<file path="src/rtl/hdelay_sched.sv">
// Programmable D-cycle delay line: circular buffer with per-sample valid tags,
// runtime delay reconfiguration and a flush that masks stale in-flight samples.
module hdelay_sched #(
  parameter int   DATA_WIDTH    = 8,
  parameter int   MAX_DELAY     = 16,
  parameter int   PTR_W         = 4,
  parameter int   DEFAULT_DELAY = 1,
  parameter logic HINITIAL      = 1'b0
) (
  input  logic                  hclk,
  input  logic                  hres,
  input  logic [DATA_WIDTH-1:0] hin,
  input  logic                  hin_valid,
  input  logic                  hcfg_load,
  input  logic [PTR_W:0]        hcfg_delay,
  output logic [DATA_WIDTH-1:0] hout,
  output logic                  hout_valid,
  output logic                  hbusy,
  output logic [PTR_W:0]        hdelay_cur,
  output logic                  hcfg_err,
  output logic                  dbg_state
);

  // Valid semantics: hin_valid qualifies hin on the same edge and travels with it
  // through the buffer; there is no backpressure, hout_valid qualifies hout.

  localparam logic [PTR_W:0] MAX_D = (PTR_W+1)'(MAX_DELAY);
  localparam logic [PTR_W:0] DEF_D = (PTR_W+1)'(DEFAULT_DELAY);
  localparam logic [PTR_W:0] ONE_D = (PTR_W+1)'(1);

  typedef enum logic {
    ST_FLUSH = 1'b0,
    ST_RUN   = 1'b1
  } state_t;

  state_t                state, state_nxt;
  logic [PTR_W:0]        flush_cnt, flush_cnt_nxt;
  logic [PTR_W:0]        delay_nxt;
  logic [PTR_W:0]        clamp_delay;
  logic                  clamp_err;
  logic [PTR_W-1:0]      wptr;
  logic [PTR_W-1:0]      rptr;
  logic [DATA_WIDTH-1:0] rd_data;
  logic                  rd_valid;

  logic [DATA_WIDTH-1:0] data_mem [MAX_DELAY];
  logic [MAX_DELAY-1:0]  valid_tag;

  // Out-of-range requests are clamped into 1..MAX_DELAY and flagged.
  always_comb begin
    clamp_delay = hcfg_delay;
    clamp_err   = 1'b0;
    if (hcfg_delay == '0) begin
      clamp_delay = ONE_D;
      clamp_err   = 1'b1;
    end else if (hcfg_delay > MAX_D) begin
      clamp_delay = MAX_D;
      clamp_err   = 1'b1;
    end
  end

  // Slot written D-1 edges ago; D=MAX_DELAY truncates to 0 and reads wptr+1.
  assign rptr = wptr + PTR_W'(1) - hdelay_cur[PTR_W-1:0];

  // D=1 reads the slot being written this edge, so take hin directly.
  always_comb begin
    rd_data  = data_mem[rptr];
    rd_valid = valid_tag[rptr];
    if (hdelay_cur == ONE_D) begin
      rd_data  = hin;
      rd_valid = hin_valid;
    end
  end

  always_comb begin
    state_nxt     = state;
    flush_cnt_nxt = flush_cnt;
    delay_nxt     = hdelay_cur;
    if (hcfg_load) begin
      state_nxt     = ST_FLUSH;
      flush_cnt_nxt = clamp_delay;
      delay_nxt     = clamp_delay;
    end else if (state == ST_FLUSH) begin
      if (flush_cnt <= ONE_D) begin
        state_nxt     = ST_RUN;
        flush_cnt_nxt = '0;
      end else begin
        flush_cnt_nxt = flush_cnt - ONE_D;
      end
    end
  end

  always_ff @(posedge hclk) begin
    if (hres) begin
      state      <= ST_FLUSH;
      flush_cnt  <= DEF_D;
      hdelay_cur <= DEF_D;
      wptr       <= '0;
      hout       <= {DATA_WIDTH{HINITIAL}};
      hout_valid <= 1'b0;
      hcfg_err   <= 1'b0;
    end else begin
      state      <= state_nxt;
      flush_cnt  <= flush_cnt_nxt;
      hdelay_cur <= delay_nxt;
      wptr       <= wptr + PTR_W'(1);
      hout       <= rd_data;
      hout_valid <= (state_nxt == ST_RUN) && rd_valid;
      hcfg_err   <= hcfg_load && clamp_err;
    end
  end

  // Buffer contents survive reset; stale entries are hidden by the flush.
  always_ff @(posedge hclk) begin
    if (!hres) begin
      data_mem[wptr]  <= hin;
      valid_tag[wptr] <= hin_valid;
    end
  end

  assign hbusy     = (state == ST_FLUSH);
  assign dbg_state = state;

endmodule

</file>
<file path="config.mk">
export PLATFORM = sky130hd
export DESIGN_NAME = hdelay_sched
export DESIGN_NICKNAME = d
export VERILOG_FILES = /design/src/rtl/hdelay_sched.sv
export SDC_FILE = /design/constraint.sdc
export NUM_CORES = 1
export LEC_CHECK = 0
export CORE_MARGIN = 2
export CORE_UTILIZATION = 35
export DETAILED_ROUTE_END_ITERATION = 16
export SYNTH_ARGS = -nofsm -noshare
export SYNTH_HDL_FRONTEND = slang
export SYNTH_SLANG_ARGS = --single-unit
</file>
<file path="constraint.sdc">
create_clock -name hclk -period 2.9 [get_ports hclk]
set_input_delay 0.725 -clock hclk [delete_from_list [all_inputs] [get_ports hclk]]
set_output_delay 0.725 -clock hclk [all_outputs]
set_load 0.02 [all_outputs]
</file>
==> results of run 1 <==
what timing repair did:
item                       in CTS  in global routing
setup buffers                   0                  1
gates resized for setup         0                  6
setup endpoints to repair       0                  8
registers in the layout, indices dropped and copies added (netlist names):
| register | flops |
|---|---|
| hcfg_err | 1 |
| data_mem | 128 |
| flush_cnt | 5 |
| valid_tag | 16 |
| wptr | 4 |
| hout_valid | 1 |
| hout | 8 |
| dbg_state | 1 |
| hdelay_cur | 5 |
power breakdown:
part	internal, mW	switching, mW
sequential	2.71	0.0339
clock	1.24	0.918
combinational	0.575	0.516
total	4.52	1.47
area by class of cell:
class	instances	area [sq um]
clock buffers	19	454
well taps	265	332
repair buffers	54	564
fillers	1703	11100
inverters	12	45.0
multi-input cells	185	1930
clock inverters	13	116
flip-flops and latches	169	4820
through the flow:
stage / setup WS, ns / instance area, sq um / power, mW
after floorplan: 0.105 / 6860 / 3.47
after global routing: -0.00290 / 8270 / 6.23
after CTS: 0.0122 / 8170 / 5.98
final: 0.101 / 8270 / 5.99
after detailed placement: 0.00566 / 7600 / 3.82
after global placement: 0.0619 / 7600 / 3.81
logic make-up after synthesis:
logic type	count (synthesis)	share of synthesized area, %
DFF	169	70.4
and+or+nand+nor	79	6.02
muxes	57	15.2
AOI/OAI and AO/OA	30	2.94
buffers and inverters	30	2.04
adders and majority gates	12	2.30
xor gates and xnor gates	7	1.11
metal layers:
layer  part of all wire (%)  vias to the layer above
met3                    5.7                       15
li1                       -                     1630
met5                      0                        -
met2                     49                       80
met4                    1.5                        0
met1                     44                     1811
final timing paths:
kind / endpoint / start / cells past startpoint / slack (ns)
worst max-delay path: hout[1] / wptr[0] / 11 / 0.10
worst min-delay path: hdelay_cur[0] / hdelay_cur[0] / 2 / 0.55
worst max register to register: hout[1] / wptr[0] / 11 / 0.10
worst min register to register: hdelay_cur[0] / hdelay_cur[0] / 2 / 0.55
placed cells by master, fill, tap and decap left out, types with 4 or more instances in the layout:
cell,instances
ha_1,10
nor3b_1,4
nand2_1,14
o31ai_1,4
clkinv_2,5
nand2b_1,4
nor3_1,5
inv_1,12
clkdlybuf4s50_1,33
nor2_1,12
a21oi_1,4
mux2_2,16
clkbuf_16,20
dfxtp_1,25
and3_1,4
mux4_2,36
nand3_1,17
a31oi_1,7
edfxtp_1,144
clkinv_4,4
and2_1,12
buf_4,15
critical path: stages (launching register included):
cell	delay, ns
dfxtp_1	0.31
buf_4	0.15
ha_1	0.22
xor2_1	0.27
ha_4	0.27
xnor2_4	0.18
buf_12	0.15
buf_4	0.14
mux4_2	0.49
mux2i_1	0.21
mux2_2	0.20
o31ai_1	0.08
==> flow_metrics.tcl, run 1 <==
set metrics [dict create \
    place_hpwl_mm 8.88 \
    syn_avg_cell_area_sq_um 17.9 \
    synth-async-reset-ratio_pct 0 \
    gp_congestion 0.811 \
    grt_pass1_vias 3783 \
    finalSetupTns_ns 0 \
    power_leakage_nw 2.76 \
    yosys_warnings 0 \
    core_area_sq_mm 0.0193 \
    min_period_ns 2.80 \
    worstSetupPathType "reg -> reg" \
    grt_most_used_layer "met2" \
    clock.fmax_ghz 0.357 \
    layoutNonFillerInstCount 717 \
    nNetsFinal 468 \
    setup_violations 0 \
    start_util_pct 35.5 \
    wirelength_mm 13.7 \
    synth_fp_nets 413 \
    yosysUniqueCellTypes 41 \
    cts_buffer_depth 2 \
    root_buffer "clkbuf_16" \
    detail-route-antenna-nets 0 \
    synth_commonest_cells "edfxtp_1, mux4_2, dfxtp_1" \
    worstHoldPathType "reg -> reg" \
    seq_area_frac_synth_pct 70.4 \
    diodes 0 \
    area.growth.synth_to_final_pct 20.6 \
    finalClockSkew_ns 0.0110 \
    cts.sinks 169 \
    ys_ff_latch 169 \
    ys.flop_type "edfxtp_1" \
    grt_max_degree 37 \
    use_met2_pct 23.0 \
    cts_max_level 4 \
    die_y_um 144 \
    timing.final.crit_share_pct 96.5 \
    io_pins 34 \
    holdWs_ns 0.545 \
    synth_area_leaders "edfxtp_1, mux4_2, dfxtp_1" \
    path_clk_slew_ns 0.06 \
    syn_area_sq_mm 0.00686 \
    dr.pass1.iters 4 \
    antenna_found_initial 0 \
    io_buffers 33 \
    synth_top_area_share_pct 63.1 \
    arrival_ns 3.09 \
    cts_made_buffers 17 \
    synth_top_area_cell "edfxtp_1" \
    dpl.cell_count 682 \
    worst_pin_slew_ns 0.650 \
    drcViolationCount 0 \
    rows 51 \
    met3_usage_pct 3.93 \
    use_met1_pct 19.2 \
    synth_edf_count 144 \
    yosysMostFrequentCell "edfxtp_1" \
    drt-wirelength-per-cell_um 19.2 \
    grt_pass1_wl_mm 21.5 \
    via_per_inst 4.93 \
    fin_util_pct 42.8 \
    drive_gt1_share_pct 24.6 \
    cts-hold-fix-buffers 0 \
    outcome "completed" \
    p_per_area_mw_per_mm2 724 \
    worstPathMaxFanout 5 \
    die_w_um 144 \
    relSlewSlack_pct 56.5 \
    dieArea_sq_mm 0.0207 \
    drtIter0Drc 204 \
    ir_drop_uv 509 \
    synthCells 384 \
    cp.required_ns 3.19 \
    vias 3536 \
    cp-start-kind "register" \
    grt_usage_pct 14.4 \
    worst_setup_path_end_kind "register" \
    cts_tree "built" \
    hold_viol_final 0 \
    clkLatencyLatePin_ns 0.43 \
    slew_violations 0 \
    drv_cap 0 \
    grt_overflow 0 \
]
Note: power is estimated with default switching activity, not from simulation.
==> run 2, diff against run 1 <==
==> constraint.sdc (replaced) <==
create_clock -name hclk -period 3.6 [get_ports hclk]
set_input_delay 0.9 -clock hclk [delete_from_list [all_inputs] [get_ports hclk]]
set_output_delay 0.9 -clock hclk [all_outputs]
set_load 0.02 [all_outputs]
==> run 2 against run 1 <==
  * Cell count fell by 2.0%
  * Non-clock buffer count fell by 14
  * Die area did not move
  * Clock skew fell by 0.0031 ns
  * Worst hold slack got worse by 0.019 ns
  * Critical endpoint is now hout[6]
==> flow_metrics.tcl, run 2 (synthesized netlist as in run 1, its figures left out) <==
set metrics [dict create \
    worstHoldPathType "reg -> reg" \
    dieArea_sq_mm 0.0207 \
    rr_endpoint "hout[6]" \
    start_util_pct 35.5 \
    largest_registers "data_mem x128, valid_tag x16, hout x8" \
    slew_violations 0 \
    worst_setup_path_end_kind "register" \
    pwr-share-comb_pct 16.3 \
    clockPowerShare_pct 37.7 \
    swShare_pct 24.0 \
    multiInputGateArea_sq_mm 0.00190 \
    drcViolationCount 0 \
    grt_pass1_vias 3671 \
    share_seq_of_total_power_pct 46.0 \
    relSlewSlack_pct 51.3 \
    cts-hold-fix-buffers 0 \
    layout_common_cells "edfxtp_1, mux4_2, clkdlybuf4s50_1" \
    arrival_ns 3.32 \
    grt_usage_pct 14.4 \
    finalClockSkew_ns 0.00791 \
    clock.fmax_ghz 0.331 \
    cp_cell_sequence "inv_1 -> ha_1 -> inv_1 -> fa_1 -> xnor2_2 -> buf_12 -> mux4_2 -> mux2_2 -> nand3_1 -> a31oi_1" \
    worstPathMaxFanout 29 \
    timing.final.crit_share_pct 84.0 \
    die_y_um 144 \
    vias 3501 \
    diodes 0 \
    internal-power_mw 3.65 \
    cp-start-kind "register" \
    cts_setup_buffers 0 \
    largest_register_ffs 128 \
    fin_util_pct 41.9 \
    power_leakage_nw 2.67 \
    nFillCells 1702 \
    final_common_cell "edfxtp_1" \
    rows 51 \
    io_buffers 33 \
    rsz0062_at_grt "no" \
    cpMostUsedCell "inv_1" \
    grt_pass1_wl_mm 21.2 \
    cp_slowest_cell "mux4_2" \
    outcome "completed" \
    dpl.cell_count 671 \
    regMostFlops "data_mem" \
    register_area_sq_mm 0.00482 \
    worst_pin_slew_ns 0.726 \
    detail-route-antenna-nets 0 \
    drtIter0Drc 255 \
    grt_max_degree 37 \
    min_period_ns 3.02 \
    cts_tree "built" \
    cts_buffer_depth 2 \
    p_sw_mw 1.15 \
    cp.required_ns 3.90 \
    die_w_um 144 \
    finalSetupTns_ns 0 \
    core_area_sq_mm 0.0193 \
    rrSetupSlack_ns 0.58 \
    ir_drop_uv 332 \
    path_clk_slew_ns 0.06 \
    p_per_area_mw_per_mm2 593 \
    io_pins 34 \
    critPathLaunch "wptr[0]" \
    via_per_inst 4.98 \
    cts.sinks 169 \
    nNetsFinal 454 \
    place_area_sq_mm 0.00751 \
    final_design_area_no_fill_sq_mm 0.00811 \
    layoutNonFillerInstCount 703 \
    worstSetupPathType "reg -> reg" \
    cts_made_buffers 17 \
    root_buffer "clkbuf_16" \
    reg2regPathDepth 10 \
    grt_overflow 0 \
    drv_cap 0 \
    place_hpwl_mm 8.58 \
    area.growth.synth_to_final_pct 18.3 \
    antenna_found_initial 0 \
    post_cts_resized 0 \
    dr.pass1.iters 4 \
    drt-wirelength-per-cell_um 19.5 \
    wirelength_mm 13.7 \
    gp_congestion 0.850 \
    clkLatencyLatePin_ns 0.42 \
    cpPeakStageDelay_ns 0.55 \
    hold_viol_final 0 \
    crit_end "hout[6]" \
    cts_max_level 4 \
    drive_gt1_share_pct 21.0 \
    reg2reg_from "wptr[0]" \
    setup_violations 0 \
]
[run 2: cell types whose count changed in the layout (fill, tap and decap cells not counted), moves of 2 or more]
cell / change
buf_4: -10
clkinv_2: -4
clkbuf_16: -3
clkbuf_8: +3
clkinv_4: -3
clkinvlp_4: +3
clkbuf_1: +2
inv_6: -2
[run 2: critical path, delay by kind of cell (launching register included)]
kind	cells	cell delay, ns
compound gates	1	0.09
xor+xnor	1	0.23
fa+ha+maj	2	0.77
buf+inv	3	0.44
flops	1	0.43
mux	2	0.83
simple gates	1	0.08
[run 2: power by group through the flow]
stage	registers [mW]	clock network [mW]	logic [mW]
finish	2.21	1.81	0.785
global route	2.22	1.93	0.854
CTS	2.21	1.84	0.803
detailed placement	2.25	0	0.800
global placement	2.25	0	0.790
floorplan	2.27	0	0.523
[run 2: worst min-delay path by stage]
stage	end	depth (start not counted)	start
final	wptr[0]	1	wptr[0]
after detailed placement	wptr[0]	1	wptr[0]
after global placement	wptr[0]	1	wptr[0]
after floorplan	wptr[0]	1	wptr[0]
after CTS	wptr[0]	1	wptr[0]
after global routing	wptr[0]	1	wptr[0]
[run 2: final cells by class]
class                      count  share of cell area, %
timing repair buffer          40                   5.03
multi-input combinational    185                   23.5
inverter                      12                  0.556
clock inverter                 9                   1.44
sequential                   169                   59.5
clock buffer                  23                   5.90
tap                          265                   4.09
[run 2: through the flow]
stage          hold slack, ns  total power [mW]  setup slack [ns]
6_report                0.527              4.81             0.576
5_1_grt                 0.564              5.00             0.377
4_1_cts                 0.532              4.85             0.548
3_5_place_dp            0.518              3.05             0.554
3_3_place_gp            0.478              3.04             0.648
2_1_floorplan           0.459              2.80             0.805
[run 2: routing by layer]
layer | global-route usage (%) | share of wire, %
met1 | 19.2 | 45
met2 | 23.2 | 49
met3 | 3.67 | 4.4
met4 | 4.59 | 1.1
met5 | 0 | 0
==> run 3, diff against run 2 <==
==> constraint.sdc (replaced) <==
create_clock -name hclk -period 2.9 [get_ports hclk]
set_input_delay 0.725 -clock hclk [delete_from_list [all_inputs] [get_ports hclk]]
set_output_delay 0.725 -clock hclk [all_outputs]
set_load 0.02 [all_outputs]
==> results of run 3 <==
Same layout as run 1: the final DEF is identical, and so are final timing and power.
